--- config.mk ---
export PLATFORM = sky130hd
export DESIGN_NAME = ctrl_pipeline
export DESIGN_NICKNAME = d
export VERILOG_FILES = /design/src/rtl/ctrl_pipeline.sv
export SDC_FILE = /design/constraint.sdc
export NUM_CORES = 1
export LEC_CHECK = 0
export ABC_AREA = 1
export CAP_MARGIN = 10
export CORE_AREA = 5 5 78 80
export CTS_CLUSTER_SIZE = 20
export DETAILED_ROUTE_END_ITERATION = 8
export DIE_AREA = 0 0 83 85
export PLACE_DENSITY = 0.79
export SLEW_MARGIN = 20
export SYNTH_ARGS = -nofsm -noshare
export SYNTH_HDL_FRONTEND = slang
export SYNTH_SLANG_ARGS = --single-unit
--- constraint.sdc ---
create_clock -name clk -period 1.4 [get_ports clk]
set_clock_uncertainty 0.05 [all_clocks]
set_input_delay 0.35 -clock clk [delete_from_list [all_inputs] [get_ports clk]]
set_output_delay 0.35 -clock clk [all_outputs]
set_load 0.01 [all_outputs]
--- src/rtl/ctrl_pipeline.sv ---
// ctrl_pipeline
//   This is a generic control-vector pipeline. It carries decoded control
//   vectors from decode through STAGES registered stages. Stage 0 is the
//   youngest stage (execute).
//   Each stage has its own stall and flush and a valid bit. An older stall
//   freezes every younger stage. A stage that has a frozen younger
//   neighbour but is not frozen itself receives a bubble.
//
//   Optional feature macro: CTRL_PIPE_KILL_EN
//     When defined, kill masks the KILL_MASK bits of a valid instruction in
//     stage 0. The mask is applied as the instruction advances into stage 1,
//     or in place while stage 0 is held.
//     When undefined, kill and KILL_MASK are ignored.
//
// Ports
//   clk        rising-edge clock
//   rst        asynchronous active-low reset
//   in_data    decode-stage control vector
//   in_valid   in_data carries a real instruction
//   stall      stall[i] holds stage i
//   flush      flush[i] clears stage i (overrides stall)
//   kill       exception on the instruction currently in stage 0
//   out_data   stage i vector at [i*WIDTH +: WIDTH]
//   out_valid  stage i valid
//   occupancy  number of valid stages (registered)
module ctrl_pipeline #(
  parameter int unsigned      WIDTH     = 16,
  parameter int unsigned      STAGES    = 3,
  parameter logic [WIDTH-1:0] KILL_MASK = '1
) (
  input  logic                         clk,
  input  logic                         rst,
  input  logic [WIDTH-1:0]             in_data,
  input  logic                         in_valid,
  input  logic [STAGES-1:0]            stall,
  input  logic [STAGES-1:0]            flush,
  input  logic                         kill,
  output logic [STAGES*WIDTH-1:0]      out_data,
  output logic [STAGES-1:0]            out_valid,
  output logic [$clog2(STAGES+1)-1:0]  occupancy
);

  localparam int unsigned OCC_W = $clog2(STAGES + 1);

  logic [STAGES*WIDTH-1:0] dataQ, dataD, prevData;
  logic [STAGES-1:0]       validQ, validD, prevValid;
  logic [STAGES-1:0]       effStall, youngerStall;
  logic [OCC_W-1:0]        occQ, occD;
  logic [WIDTH-1:0]        killed0;
  logic [WIDTH-1:0]        srcData;
  logic                    srcValid;
  logic                    killActive;

  assign killed0 = dataQ[WIDTH-1:0] & ~KILL_MASK;

`ifdef CTRL_PIPE_KILL_EN
  // A flush of stage 0 squashes the instruction, so the kill is not applied.
  // A flush of stage 1 needs no special case: flush already beats the load.
  assign killActive = kill & validQ[0] & ~flush[0];
`else
  logic unusedKill;
  assign unusedKill = kill;
  assign killActive = 1'b0;
`endif

  // Build the effective stall from the oldest stage down to the youngest.
  always_comb begin
    effStall = '0;
    effStall[STAGES-1] = stall[STAGES-1];
    for (int unsigned k = STAGES - 1; k > 0; k--) begin
      effStall[k-1] = stall[k-1] | effStall[k];
    end
  end

  // Shift these so that slot i holds what stage i-1 offers. Slot 0 is
  // always zero, so stage 0 never takes a bubble from a younger stage.
  assign youngerStall = effStall << 1;
  assign prevValid    = validQ << 1;
  assign prevData     = dataQ << WIDTH;

  always_comb begin
    dataD    = dataQ;
    validD   = validQ;
    srcData  = '0;
    srcValid = 1'b0;
    for (int unsigned i = 0; i < STAGES; i++) begin
      srcData  = prevData[i*WIDTH +: WIDTH];
      srcValid = prevValid[i];
      if (i == 0) begin
        srcData  = in_valid ? in_data : '0;
        srcValid = in_valid;
      end else if (i == 1 && killActive) begin
        srcData = killed0;
      end

      if (flush[i]) begin
        dataD[i*WIDTH +: WIDTH] = '0;
        validD[i]               = 1'b0;
      end else if (effStall[i]) begin
        if (i == 0 && killActive) begin
          dataD[WIDTH-1:0] = killed0;
        end
      end else if (youngerStall[i]) begin
        dataD[i*WIDTH +: WIDTH] = '0;
        validD[i]               = 1'b0;
      end else if (i == 0 && STAGES == 1 && killActive) begin
        // A single-stage pipe has no stage 1 to carry the masked copy.
        dataD[WIDTH-1:0] = killed0;
      end else begin
        dataD[i*WIDTH +: WIDTH] = srcData;
        validD[i]               = srcValid;
      end
    end
  end

  always_comb begin
    occD = '0;
    for (int unsigned i = 0; i < STAGES; i++) begin
      occD = occD + OCC_W'(validD[i]);
    end
  end

  always_ff @(posedge clk or negedge rst) begin
    if (!rst) begin
      dataQ  <= '0;
      validQ <= '0;
      occQ   <= '0;
    end else begin
      dataQ  <= dataD;
      validQ <= validD;
      occQ   <= occD;
    end
  end

  assign out_data  = dataQ;
  assign out_valid = validQ;
  assign occupancy = occQ;

endmodule

# --- Word-level counts from Yosys, hierarchy flattened ---
# Index checks and enable logic that the tools add are counted.
# Widths: inputs -> output; s select.
word_totals:
  wordCells: 29
  output_inout_bits: 53
  inputBits: 26
  reg_bits: 53
classes:
  n_eq_ne: 3
  n_mux: 17
  add_sub_neg: 2
  bitwise: 2
ops:
  columns: ["op", "count"]
  rows:
  - ["$mux 16", 9]
  - ["$mux 1", 8]
  - ["$ne 2x2->1 const B", 2]
  - ["$add 1x1->2", 1]
  - ["$add 2x1->2", 1]
  - ["$ne 2x1->1 const B", 1]
  - ["$or 1x1->1", 2]

# --- Longest topological paths before layout ---
logic_depth:
  ltp_word: 7
  mapped_depth: 7
  mapped_depth_nobuf: 5

# --- Worst setup path before layout ---
# Ideal clock, no wire load.
synth_path:
  path_type: "in2reg"
  startpoint: "input port stall[2]"
  endpoint: "register occQ[0], in the netlist occupancy[0]"
  n_path_buf: 2
  arrival_ps: 1533
  required_time_ps: 1214
  slack_ps: -318
  path_stages: 7
  setup_time_ps: 136
  path_cell_list: "buf_4 > nor2_8 > nand2_4 > buf_2 > nand3_1 > nand2_1 > fa_1"
synth_via:
  elab_cells_between_ends: 12
  cone_classes: "add/sub (2); mux (8); bitwise (2)"
synth_lines:
  columns: ["element", "line", "rtl"]
  rows:
  - ["start: declaration", "35", "input logic [STAGES-1:0] stall,"]
  - ["$or 1x1->1 (2 in series)", "71", "effStall[k-1] = stall[k-1] | effStall[k];"]
  - ["$mux 1", "99", "end else if (effStall[i]) begin"]
  - ["$mux 1", "96", "if (flush[i]) begin"]
  - ["via validD[0]", "46", "logic [STAGES-1:0] validQ, validD, prevValid;"]
  - ["$add 1x1->2", "119", "occD = occD + OCC_W'(validD[i]);"]
  - ["$add 2x1->2", "119", null]
  - ["via occD[0]", "48", "logic [OCC_W-1:0] occQ, occD;"]
  - ["end signal: assignment", "127", "occQ <= '0;"]
  - ["end signal: assignment", "131", "occQ <= occD;"]
  - ["end: declaration", "48", null]
# The timed path passes the listed nets, and every way through them passes these cells.
# A chain may end at the register's enable or synchronous reset.

# --- Worst setup path after layout ---
# Same ends and word-level chain as after synthesis.

==> flow_metrics.env <==
export IMPL_yosys_warnings=0
export IMPL_antenna_found_initial=0
export IMPL_crit_buf_inv=1
export IMPL_cp_data_required_time_ns=1.60
export IMPL_clk_pin_slew_ns=0.09
export IMPL_cts_buffer_depth=2
export IMPL_holdCritStartpoint="stall[0]"
export IMPL_layout_drive_gt1_share_pct=22.81
export IMPL_port_buffers=77
export IMPL_min_to="out_valid[1]"
export IMPL_grt_pass1_vias=2157
export IMPL_sw_frac_of_total_pct=23.84
export IMPL_max_freq_mhz=717.5
export IMPL_layout_nets=425
export IMPL_layout_cells_non_filler=471
export IMPL_cts_tree="done"
export IMPL_cts_buffers=5
export IMPL_post_route_min_period_ns=1.394
export IMPL_final_area_um2=3722
export IMPL_dp_cells=420
export IMPL_syn_area_um2=2330
export IMPL_rows=27
export IMPL_grt_max_degree=38
export IMPL_synth_cell_types=20
export IMPL_hp_class="input port to register"
export IMPL_die_w_um=83
export IMPL_critical_path_max_stage_delay_ns=0.54
export IMPL_grt_first_pass_wirelength_mm=10.49
export IMPL_grt_use_met2_pct=31.56
export IMPL_final_common_cell="nand2_1"
export IMPL_cts_sinks=53
export IMPL_power_frac_seq_pct=55.2
export IMPL_drt_pass1_iter_count=4
export IMPL_p_leak_uw=0.002016
export IMPL_drt_iter0_drc=184
export IMPL_rsz0062_at_grt="true"
export IMPL_worstMarginPinSlew_ns=0.3978
export IMPL_r2r_end="occupancy[0]"
export IMPL_startpoint_type="input port"
export IMPL_drv_cap=0
export IMPL_vias=2288
export IMPL_fill_cells=445
export IMPL_busiest_layer="met2"
export IMPL_intPower_uw=2140
export IMPL_synth_cells=265
export IMPL_slowest_stage="fa_1"
export IMPL_drcViolationCount=0
export IMPL_die_area_um2=7055
export IMPL_placed_area_um2=3321
export IMPL_final_hold_viol_count=0
export IMPL_switchingPower_uw=669.8
export IMPL_p_total_uw=2809
export IMPL_cp_max_fo=5
export IMPL_reg2reg_depth=4
export IMPL_outcome="finished, final reports clean"
export IMPL_min_path_cells=4
export IMPL_ys_seq_elements=53
export IMPL_relSlewSlack_pct=73.48
export IMPL_ir_worst_vdd_v=0.0005080
export IMPL_cp_top_family="adder cells"
export IMPL_n_antenna_cell=0
export IMPL_worstSkewPairLatency_ns=0.30
export IMPL_wirelength_mm=6.508
export IMPL_die_h_um=85
export IMPL_htree_levels=2
export IMPL_ant_nets=0
export IMPL_p_clk_share_pct=32.9
export IMPL_power_density_nw_per_um2=754.8
export IMPL_vias_per_cell=4.858
export IMPL_wl_per_cell_um=13.82
export IMPL_hpwl_mm=4.557
export IMPL_cp_end_kind="register"
export IMPL_io_pins=79
export IMPL_syn_nets=292
export IMPL_use_met1_pct=21.65
export IMPL_finalSetupViolCount=0
export IMPL_fp_coreArea_um2=5338
export IMPL_syn2layout_area_growth_pct=59.77
export IMPL_cp_arrival_ns=1.59
export IMPL_root_buffer="clkbuf_8"
export IMPL_gr_usage_met3_pct=4.757
export IMPL_overflow=0
export IMPL_ys_seq_area_share_pct=56.93
export IMPL_setup_tns_final_ns=0
export IMPL_fin_crit_sh_pct=99.56
export IMPL_p_comb_share_pct=11.9
export IMPL_final_core_utilization_pct=69.74
export IMPL_avgSynthCellArea_um2=8.791
export IMPL_gp_congestion=0.8121
export IMPL_ff2ff_setup_slack_ns=0.03
export IMPL_track_usage_pct=18.18
export IMPL_initial_utilization_pct=43.65
export IMPL_final_cell_mix="67 x nand2_1, 65 x buf_4, 53 x dfrtp_1"
export IMPL_slew_viol_final=0
export IMPL_rr_startpoint="out_valid[1]"
export IMPL_path_cells="dlygate4sd2_1 -> nor2_8 -> nand2_4 -> nand3_2 -> nand2_2 -> fa_1"
export IMPL_critical_path_class="input port to register"
-- registers in the layout, indices dropped and copies added (netlist names) --
| name | flops |
|---|---|
| out_data | 48 |
| out_valid | 3 |
| occupancy | 2 |
-- timing repair --
action | 4_1_cts | 5_1_grt
endpoints found under the setup margin | 78 | 45
endpoints found under the hold margin | 16 | 0
pin swaps | 3 | 5
resized for setup | 71 | 42
buffers inserted | 24 | 18
hold buffers | 1 | 0
-- worst reg2reg max path, stage by stage, from the launching register on --
cell,delay [ns]
dfrtp_1,0.41
buf_4,0.12
nand2_1,0.06
a21oi_2,0.17
fa_1,0.43
-- routing by layer --
layer | wire length, um | up-vias | share of wire, %
met5 | 0 | - | 0
met4 | 182 | 0 | 2.8
met3 | 451 | 18 | 6.9
met2 | 3226 | 94 | 50
met1 | 2648 | 1038 | 41
li1 | - | 1138 | -
-- worst max path at each step --
stage                 start  slack (ns)  depth (start not counted)           end
2_1_floorplan      stall[2]       -0.17                          7  occupancy[0]
3_3_place_gp       stall[2]       -0.61                          5  occupancy[0]
3_5_place_dp       stall[2]       -0.66                          5  occupancy[0]
4_1_cts            stall[0]       -0.06                          6  occupancy[0]
5_1_grt        out_valid[1]       -0.03                          4  occupancy[0]
6_report           stall[2]       0.006                          6  occupancy[0]
-- stage by stage --
stage | worst slack, ns | hold WS (ns)
floorplan | -0.1726 | 0.004409
detailed placement | -0.6638 | 0.2407
CTS | -0.05703 | 0.4601
finish | 0.006199 | 0.4220
global placement | -0.6065 | 0.2394
global route | -0.02895 | 0.4231
-- logic make-up (layout without fill, tap and decap cells) --
kind of cell / Yosys count / in the layout / share of synthesized area, %
adder cells (fa/ha/maj): 1 / 1 / 0.8593
flip-flops: 53 / 53 / 56.93
AO/OA/AOI/OAI: 18 / 18 / 3.867
AND/OR/NAND/NOR: 154 / 154 / 30.61
buffers and inverters: 39 / 173 / 7.733
-- final cells by class --
cell class,count,area [um^2],area share [%]
multi-input combinational,173,853.3,22.92
inverter,20,77.57,2.084
tap,72,90.09,2.420
clock inverter,1,5.005,0.1345
timing repair buffer,145,1274,34.22
sequential,53,1326,35.63
clock buffer,7,96.34,2.588
-- power groups by stage --
stage               Clock (uW)  Sequential, uW  Combinational (uW)
floorplan                    0            1590                 143
global placement             0            1580                 314
detailed placement           0            1580                 318
CTS                        938            1550                 326
global route              1020            1550                 369
finish                     925            1550                 333
-- synthesized netlist by cell type --
library cell,instances,area (um^2)
o21ai_1,13,65.06
clkbuf_1,6,22.52
nor2_8,1,20.02
nand2_1,69,259.0
nand2_4,1,11.26
clkbuf_2,1,5.000
clkinv_1,3,11.26
nor2_1,16,60.06
fa_1,1,20.02
buf_1,2,7.510
dfrtp_1,53,1326
buf_6,2,22.52
buf_2,5,25.02
a21oi_1,1,5.000
nand4_1,17,106.4
nand3_1,49,245.2
nor2_4,1,11.26
inv_1,17,63.81
o21ai_0,4,20.02
buf_4,3,22.52
No activity file was read; power rests on OpenSTA's default activity.
